--- config.mk ---
export PLATFORM = sky130hd
export DESIGN_NAME = brew_timer_bank
export DESIGN_NICKNAME = d
export VERILOG_FILES = /design/src/rtl/brew_timer_bank.sv
export SDC_FILE = /design/constraint.sdc
export NUM_CORES = 1
export LEC_CHECK = 0
export CAP_MARGIN = 40
export CORE_MARGIN = 3
export CORE_UTILIZATION = 49
export DETAILED_ROUTE_END_ITERATION = 8
export GPL_TIMING_DRIVEN = 0
export PLACE_DENSITY = 0.87
export SYNTH_ARGS = -nofsm -noshare
export SYNTH_HDL_FRONTEND = slang
export SYNTH_SLANG_ARGS = --single-unit
--- constraint.sdc ---
create_clock -name clk_100MHz -period 2 [get_ports clk_100MHz]
set_input_delay 0.4 -clock clk_100MHz [delete_from_list [all_inputs] [get_ports clk_100MHz]]
set_output_delay 0.4 -clock clk_100MHz [all_outputs]
set_load 0.02 [all_outputs]
--- src/rtl/brew_timer_bank.sv ---
// -----------------------------------------------------------------------------
// brew_timer_bank
//
// Multi-channel countdown timer bank for the coffee-maker controller. One
// shared prescaler derives a slow tick from the system clock. Each channel
// counts a per-start duration (in ticks) down to zero and drives an actuator
// enable plus a sticky expiry flag towards the control FSM.
//
// Parameters
//   NUM_CH    : number of independent channels (1..16)
//   WIDTH     : bits of the per-channel duration / remaining counter
//   TICK_DIV  : clock cycles per tick (>= 2)
//   RETRIGGER : 1 = a start edge while active reloads the duration,
//               0 = a start edge while active is ignored
//
// Ports
//   clk_100MHz  in   system clock, all logic on the rising edge
//   rst_n       in   synchronous reset, active low
//   start       in   [NUM_CH]        start request, rising edge detected here
//   abort       in   [NUM_CH]        level, returns the channel to IDLE
//   pause       in   [NUM_CH]        level, freezes the countdown
//   reload_mode in   [NUM_CH]        1 = auto-reload at zero, 0 = one-shot
//   duration    in   [NUM_CH*WIDTH]  channel k at [k*WIDTH +: WIDTH]
//   on          out  [NUM_CH]        channel active (RUN or PAUSE)
//   t_expired   out  [NUM_CH]        sticky expiry flag (one-shot channels)
//   done_pulse  out  [NUM_CH]        one-cycle pulse when a channel hits zero
//   remaining   out  [NUM_CH*WIDTH]  remaining ticks, same packing as duration
//   tick        out                  shared prescaler tick
// -----------------------------------------------------------------------------
module brew_timer_bank #(
  parameter int NUM_CH    = 4,
  parameter int WIDTH     = 8,
  parameter int TICK_DIV  = 100_000_000,
  parameter int RETRIGGER = 0
) (
  input  logic                      clk_100MHz,
  input  logic                      rst_n,
  input  logic [NUM_CH-1:0]         start,
  input  logic [NUM_CH-1:0]         abort,
  input  logic [NUM_CH-1:0]         pause,
  input  logic [NUM_CH-1:0]         reload_mode,
  input  logic [NUM_CH*WIDTH-1:0]   duration,
  output logic [NUM_CH-1:0]         on,
  output logic [NUM_CH-1:0]         t_expired,
  output logic [NUM_CH-1:0]         done_pulse,
  output logic [NUM_CH*WIDTH-1:0]   remaining,
  output logic                      tick
);

  localparam int              CW        = (TICK_DIV > 1) ? $clog2(TICK_DIV) : 1;
  localparam logic [CW-1:0]   PRESC_MAX = CW'(TICK_DIV - 1);
  localparam logic [CW-1:0]   PRESC_ONE = CW'(1);
  localparam logic [WIDTH-1:0] REM_ONE  = WIDTH'(1);

  typedef enum logic [1:0] {
    ST_IDLE    = 2'd0,
    ST_RUN     = 2'd1,
    ST_PAUSE   = 2'd2,
    ST_EXPIRED = 2'd3
  } ch_state_e;

  // ---------------------------------------------------------------------------
  // Storage
  // ---------------------------------------------------------------------------
  logic [CW-1:0]     presc_q, presc_d;
  logic              tick_q, tick_d;
  logic [NUM_CH-1:0] start_prev_q, start_prev_d;
  logic [NUM_CH-1:0] done_q, done_d;
  ch_state_e         state_q [NUM_CH];
  ch_state_e         state_d [NUM_CH];
  logic [WIDTH-1:0]  rem_q   [NUM_CH];
  logic [WIDTH-1:0]  rem_d   [NUM_CH];
  logic [WIDTH-1:0]  rld_q   [NUM_CH];
  logic [WIDTH-1:0]  rld_d   [NUM_CH];

  logic [WIDTH-1:0]  dur_w   [NUM_CH];
  logic [NUM_CH-1:0] start_edge;

  // ---------------------------------------------------------------------------
  // Shared prescaler: free-running 0..TICK_DIV-1; tick is registered so it is
  // high for the one cycle after the counter sits at its terminal value.
  // ---------------------------------------------------------------------------
  always_comb begin
    presc_d = (presc_q == PRESC_MAX) ? '0 : presc_q + PRESC_ONE;
    tick_d  = (presc_q == PRESC_MAX);
  end

  // ---------------------------------------------------------------------------
  // Start edge detection. The history register resets to 0, so a start held
  // high across reset is seen as a fresh edge right after release.
  // ---------------------------------------------------------------------------
  assign start_prev_d = start;
  assign start_edge   = start & ~start_prev_q;

  // ---------------------------------------------------------------------------
  // Per-channel next-state logic. Priority: abort > start edge > pause > tick.
  // ---------------------------------------------------------------------------
  always_comb begin
    // NOTE: every variable gets a default before any branch so that no path
    // leaves it unassigned; otherwise a latch would be inferred.
    done_d = '0;
    for (int k = 0; k < NUM_CH; k++) begin
      state_d[k] = state_q[k];
      rem_d[k]   = rem_q[k];
      rld_d[k]   = rld_q[k];

      if (abort[k]) begin
        state_d[k] = ST_IDLE;
        rem_d[k]   = '0;
      end else if (start_edge[k] &&
                   ((state_q[k] == ST_IDLE) || (state_q[k] == ST_EXPIRED) ||
                    (RETRIGGER != 0))) begin
        // Fresh start, or retrigger of an active channel. A zero duration
        // expires immediately instead of parking in RUN with nothing to count.
        rld_d[k] = dur_w[k];
        if (dur_w[k] != '0) begin
          state_d[k] = ST_RUN;
          rem_d[k]   = dur_w[k];
        end else begin
          state_d[k] = ST_EXPIRED;
          rem_d[k]   = '0;
          done_d[k]  = 1'b1;
        end
      end else begin
        unique case (state_q[k])
          ST_RUN: begin
            if (pause[k]) begin
              // A tick in the same cycle is dropped: pause wins.
              state_d[k] = ST_PAUSE;
            end else if (tick_q) begin
              if (rem_q[k] > REM_ONE) begin
                rem_d[k] = rem_q[k] - REM_ONE;
              end else begin
                // Reaching zero: one-shot parks in EXPIRED, auto-reload
                // restarts from the value latched at the last start edge.
                done_d[k] = 1'b1;
                if (reload_mode[k]) begin
                  rem_d[k] = rld_q[k];
                end else begin
                  rem_d[k]   = '0;
                  state_d[k] = ST_EXPIRED;
                end
              end
            end
          end
          ST_PAUSE: begin
            // Ticks are ignored while paused; the release cycle only resumes.
            if (!pause[k]) state_d[k] = ST_RUN;
          end
          ST_EXPIRED: begin
            rem_d[k] = '0;
          end
          default: begin
            rem_d[k] = '0;
          end
        endcase
      end
    end
  end

  // ---------------------------------------------------------------------------
  // State registers
  // ---------------------------------------------------------------------------
  always_ff @(posedge clk_100MHz) begin
    // NOTE: sequential state uses non-blocking assignments so every flop
    // samples the pre-edge values regardless of statement order.
    if (!rst_n) begin
      presc_q      <= '0;
      tick_q       <= 1'b0;
      start_prev_q <= '0;
      done_q       <= '0;
      // NOTE: the per-channel arrays are small flop banks, not RAM, so they
      // are reset along with everything else to give defined outputs.
      for (int k = 0; k < NUM_CH; k++) begin
        state_q[k] <= ST_IDLE;
        rem_q[k]   <= '0;
        rld_q[k]   <= '0;
      end
    end else begin
      presc_q      <= presc_d;
      tick_q       <= tick_d;
      start_prev_q <= start_prev_d;
      done_q       <= done_d;
      for (int k = 0; k < NUM_CH; k++) begin
        state_q[k] <= state_d[k];
        rem_q[k]   <= rem_d[k];
        rld_q[k]   <= rld_d[k];
      end
    end
  end

  // ---------------------------------------------------------------------------
  // Port packing and state-decoded outputs
  // ---------------------------------------------------------------------------
  for (genvar g = 0; g < NUM_CH; g++) begin : g_ch
    assign dur_w[g]                   = duration[g*WIDTH +: WIDTH];
    assign remaining[g*WIDTH +: WIDTH] = rem_q[g];
    assign on[g]        = (state_q[g] == ST_RUN) || (state_q[g] == ST_PAUSE);
    // In auto-reload mode the channel never enters EXPIRED, so the flag
    // stays at the value it had when the channel was started (cleared).
    assign t_expired[g] = (state_q[g] == ST_EXPIRED);
  end

  assign done_pulse = done_q;
  assign tick       = tick_q;

endmodule

* After elaboration in Yosys (flattened, before gate mapping)
Memories as Yosys holds them, arrays and structs flattened.
Cells that the tools add are included.
** Word-level totals
- Output and inout port bits :: 45
- Memories kept :: 3
- RAM bits :: 72
- Word-level logic and storage cells :: 186
- Flip-flop bits (word level) :: 36
** Memories
- rem_q :: words 4, bits a word 8, rd ports 4, clocked after Yosys merged registers in 0, wr ports 4, RTL line 71 : logic [WIDTH-1:0] rem_q [NUM_CH];
- rld_q :: words 4, bits a word 8, rd ports 4, clocked after Yosys merged registers in 0, wr ports 4, RTL line 73 : logic [WIDTH-1:0] rld_q [NUM_CH];
- state_q :: words 4, bits a word 2, rd ports 4, clocked after Yosys merged registers in 0, wr ports 4, RTL line 69 : ch_state_e state_q [NUM_CH];
** Operators by class
- Equal/unequal tests :: 13
- Bitwise operators :: 15
- Order comparisons :: 4
- Add/subtract/negate cells :: 5
- Reductions and logical operators :: 25
- Mux-type cells :: 114
** Operators by type and width (number)
- two-way mux 8 bit :: 44
- two-way mux 2 bit :: 36
- case mux 8 bit (2 select lines) :: 4
- > comparator 8 x 1 -> 1 bit, second input constant :: 4
- nonzero test 8 bit :: 4
- subtractor 8 x 1 -> 8 bit, second input constant :: 4
- adder 27 x 1 -> 27 bit, second input constant :: 1
- equality test 27 bit, second input constant :: 1
- two-way mux 1 bit :: 26
- equality test 2 bit, second input constant :: 8
- case mux 2 bit (2 select lines) :: 4
- bitwise OR 1 bit :: 12
- OR reduction 2 bit :: 5
- equality test 2 x 1 -> 1 bit, second input constant :: 4
- logical NOT 2 bit :: 4
- logical OR 1 bit :: 8
- bitwise AND 4 bit :: 1
- logical AND 1 bit :: 4
- inverter 4 bit :: 1
- inverter 1 bit :: 1

* Longest topological paths before layout
- Word-level depth :: 8
- Mapped depth :: 8

* Worst setup path after synthesis
No wires, ideal clock.
- Kind :: register -> register
- Start point :: memory rem_q[0][0]
- End point :: memory state_q[0][1] (netlist bit)
- Cell stages (with the launch flop) :: 9
- Path slack :: -0.280 ns
- Required time :: 1.881 ns
- Buffers on the path :: 1
- Setup time :: 0.119 ns
- Arrival :: 2.161 ns
- Period minus slack after synthesis :: 2.280 ns
- Cells stage by stage :: dfxtp_1 inv_1 ha_1 or2_2 and3_1 clkbuf_1 a311oi_1 nor2b_1 o221a_2
** RTL lines (RTL line)
- start, declared :: 71
- end, declared :: 69

==> results.txt <==
The run finished with clean final reports. Setup violations remaining at the end of the flow were counted as 0. The number of hold buffers added after CTS is 0. The count of flip-flops with a built-in enable after synthesis is 0.

Clock tree synthesis inserted a total of 9 buffers. The post-detailed-route DRC marker count came out at 0. The worst slew margin relative to its limit is 49.9%. The die covers 13600 um^2. The clock tree from TritonCTS is built. The maximum fanout along the worst path is 6. The worst setup path is of the flop to flop kind. The final layout net count came out at 948.

The worst clock skew came out at approximately 8.3 ps. The routed via count divided by cell count came out at 6.24. The count of buffers added on input and output ports is 91. The tightest hold margin came out at 451 ps. The clock sink count is 108. In this run the most critical hold path is launched from rld_q[1][4]$_SDFFE_PN0P_.

The CTS clock-pin slew for the worst setup and hold paths came out at 70 ps. The worst setup path is captured at a flop. The maximum count of clock buffers along a single path came out at 2.

The number of placed I/O pins is 95. Net switching is 30.3% of the power. In this run the number of H-tree levels came out at 3. The number of routed nets with antenna violations came out at 0.

The worst path uses 99.5% of the clock period. The net switching power is between 1500 and 2000 uW. The most used flip-flop cell after synthesis is dfxtp_1. Setup repair after global routing could not meet its margin everywhere. The final hold violation count is 0. The final routed wirelength across all metal layers is 17.0 mm.

The worst setup path is launched from a flop. The reg-to-reg critical path startpoint is rem_q[0][0]$_SDFFE_PP0P_. The required time at the endpoint of the critical path is 2230 ps. In this run the static leakage power is 0.00281 uW. The remaining global-route overflow is 0.

The detailed router's first-iteration violation count is 823. The number of cells traversed by the worst register-to-register path is 5. The row count came out at 39. The number of slew-limit violations in the final report came out at 0. The initial standard-cell utilization of the core is 51.3%. The sum of negative setup slack came out at 0 ps. The floorplan step defined a core boundary enclosing around 12000 um^2. The async set or reset register ratio after synthesis came out at 0%. The share of power burned in combinational logic came out at 23.5%. The total internal power came out at 3930 uW. The worst path arrival time is between 2000 and 2500 ps.

The largest net degree at the start of global routing came out at 19. Counting instances, the worst hold path has a depth of 2. Sequential cells were found to cover 36.1% of the synthesized design area. In this run the cell area of the synthesized design comes to between 5000 and 6000 um^2. The number of diodes is 0. In the global route stage, overall resource usage came out at 24.9%. The worst ir drop on vdd is between 0.8 and 0.9 mV.

The die boundary height is between 100 and 150 um. The leading cell type by number of instances after synthesis is dfxtp_1. The total power density per cell area is 723 nW/um^2. The total of flip-flops plus latches after synthesis came out at around 110. In the post-synthesis netlist, the biggest area contributors are dfxtp_1 (36%), a21oi_1 (6.2%), o21ai_0 (5.8%).

The wire length of the first global-routing pass came out at 27.5 mm. The source of the critical timing path is rem_q[0][0]$_SDFFE_PP0P_. Of the cells placed in the final design, the portion with a size suffix greater than 1 is 13.4%. The fmax is roughly 500 MHz. The number of global-route vias before repair came out at roughly 5800.

The number of antenna violations at the first check in global routing is 0. The half-perimeter wire length of the detailed placement result is 11.9 mm. The die boundary width came out at 117 um. The number of distinct library cell variants in the gate-level netlist after synthesis came out at 62. In this run the biggest area consumer among cell types represents 36.1% of the synthesized area.

The total number of yosys warnings is 0. The tool flagged a number of max-cap violations equal to 0. The dominant cell type by area after synthesis is dfxtp_1. The area added between synthesis and finish came out at 30.1%.

The routed design could run at a clock period as short as just under 2000 ps. CTS placed an instance of clkbuf_16 at the clock tree root. The mean area per synthesized cell came out at between 7 and 8 um^2. The slew at the pin closest to its max-slew limit came out at approximately 740 ps. Sorting the synthesized cells by how often they occur yields dfxtp_1 (108), nor2_1 (75), a21oi_1 (74). The per-cell routed wire length came out at about 17 um. The length of the first detailed-routing pass in iterations is 6. The part of the power in registers is a little over two fifths. The relative contribution of the clock network to total power came out at 34.7%. At the later pin of the worst-skew pair, clock insertion delay measures between 300 and 400 ps. The worst hold path belongs to the class flop to flop. The count of mapped cells out of synthesis came out at 767. The global placer's final weighted congestion is approximately 0.98.

The number of vias after detailed routing came out at between 6000 and 7000. The net count of the mapped netlist is 842.
## final timing paths
kind | end | slack [ps]
worst max-delay path | rem_q[0][5]$_SDFFE_PP0P_ | 10
worst min-delay path | rem_q[1][4]$_SDFFE_PP0P_ | 450
worst max register to register | rem_q[0][5]$_SDFFE_PP0P_ | 10
worst min register to register | rem_q[1][4]$_SDFFE_PP0P_ | 450
## worst max-delay path, stage by stage, from the launching register on
cell and delay (ps):
dfxtp_4 360, or4_4 540, nor2_2 100, mux2_2 340
a222oi_1 400, a21oi_1 120
## power groups by stage
stage / Sequential (uW) / Combinational [uW] / Clock, uW
finish: 2350 / 1320 / 1950
global route: 2370 / 1440 / 2070
CTS: 2350 / 1200 / 1990
detailed placement: 2400 / 1160 / 0
global placement: 2390 / 1140 / 0
floorplan: 2410 / 719 / 0
## sequential cells by signal, summed over array words and instances, names as in the netlist
| name | cells |
|---|---|
| rld_q | 32 |
| tick | 1 |
| presc_q | 27 |
| start_prev_q | 4 |
| state_q | 8 |
| rem_q | 32 |
| done_pulse | 4 |
## stage by stage
step	area [um^2]	cells	power [uW]	setup slack [ps]	utilization (%)
after global placement	7110	1001	3530	-504	61.0
after floorplan	6020	767	3130	33.4	-
after global routing	7790	1021	5880	-65.2	66.8
after CTS	7560	1017	5530	2.53	64.8
after detailed placement	7110	1001	3550	-541	61.0
final	7790	1021	5630	10.1	66.8
## cell type report
type,count,area [um^2]
Buffer,25,138
Clock buffer,9,225
Clock inverter,7,100
Fill cell,975,3870
Inverter,39,146
Multi-Input combinational cell,590,3830
Sequential cell,108,2200
Tap cell,143,179
Timing Repair Buffer,100,976
## layout by cell type (no fill, tap or decap), types with 12 or more instances in the layout
master           count
clkdlybuf4s50_1     85
nor3_1              16
nor4_1              17
a21oi_1             71
ha_1                19
o21ai_0             69
nand3_1             28
dfxtp_1             92
nand4_1             14
nand2_1             72
xnor2_1             13
and3_1              15
nor2_1              62
xor2_1              12
inv_1               39
## per-layer routing
metal / wire length, um / part of all wire (%) / global-route usage, % / vias to the layer above
li1: - / - / - / 3035
met1: 7340 / 43 / 34.0 / 2976
met2: 7980 / 47 / 39.9 / 313
met3: 1370 / 8.1 / 5.28 / 47
met4: 324 / 1.9 / 7.35 / 0
met5: 0 / 0 / 0 / -
## cell families (layout without fill, tap and decap cells)
| kind of cell | count (synthesis) | count (layout) | share of synthesized area (%) |
|---|---|---|---|
| AOI/OAI and AO/OA | 240 | 240 | 25.0 |
| xor gates and xnor gates | 25 | 25 | 3.66 |
| adders and majority gates | 25 | 25 | 5.23 |
| buffers and inverters | 69 | 180 | 4.47 |
| DFF | 108 | 108 | 36.1 |
| muxes | 3 | 3 | 0.544 |
| and+or+nand+nor | 297 | 297 | 25.0 |
## repair_timing
| action | 4_1_cts | 5_1_grt |
|---|---|---|
| endpoints found under the setup margin | 56 | 90 |
| gates cloned | 0 | 0 |
| pin swaps | 6 | 8 |
| gates resized for setup | 38 | 68 |
| buffers inserted | 4 | 5 |
(Power assumes the default switching activity.)
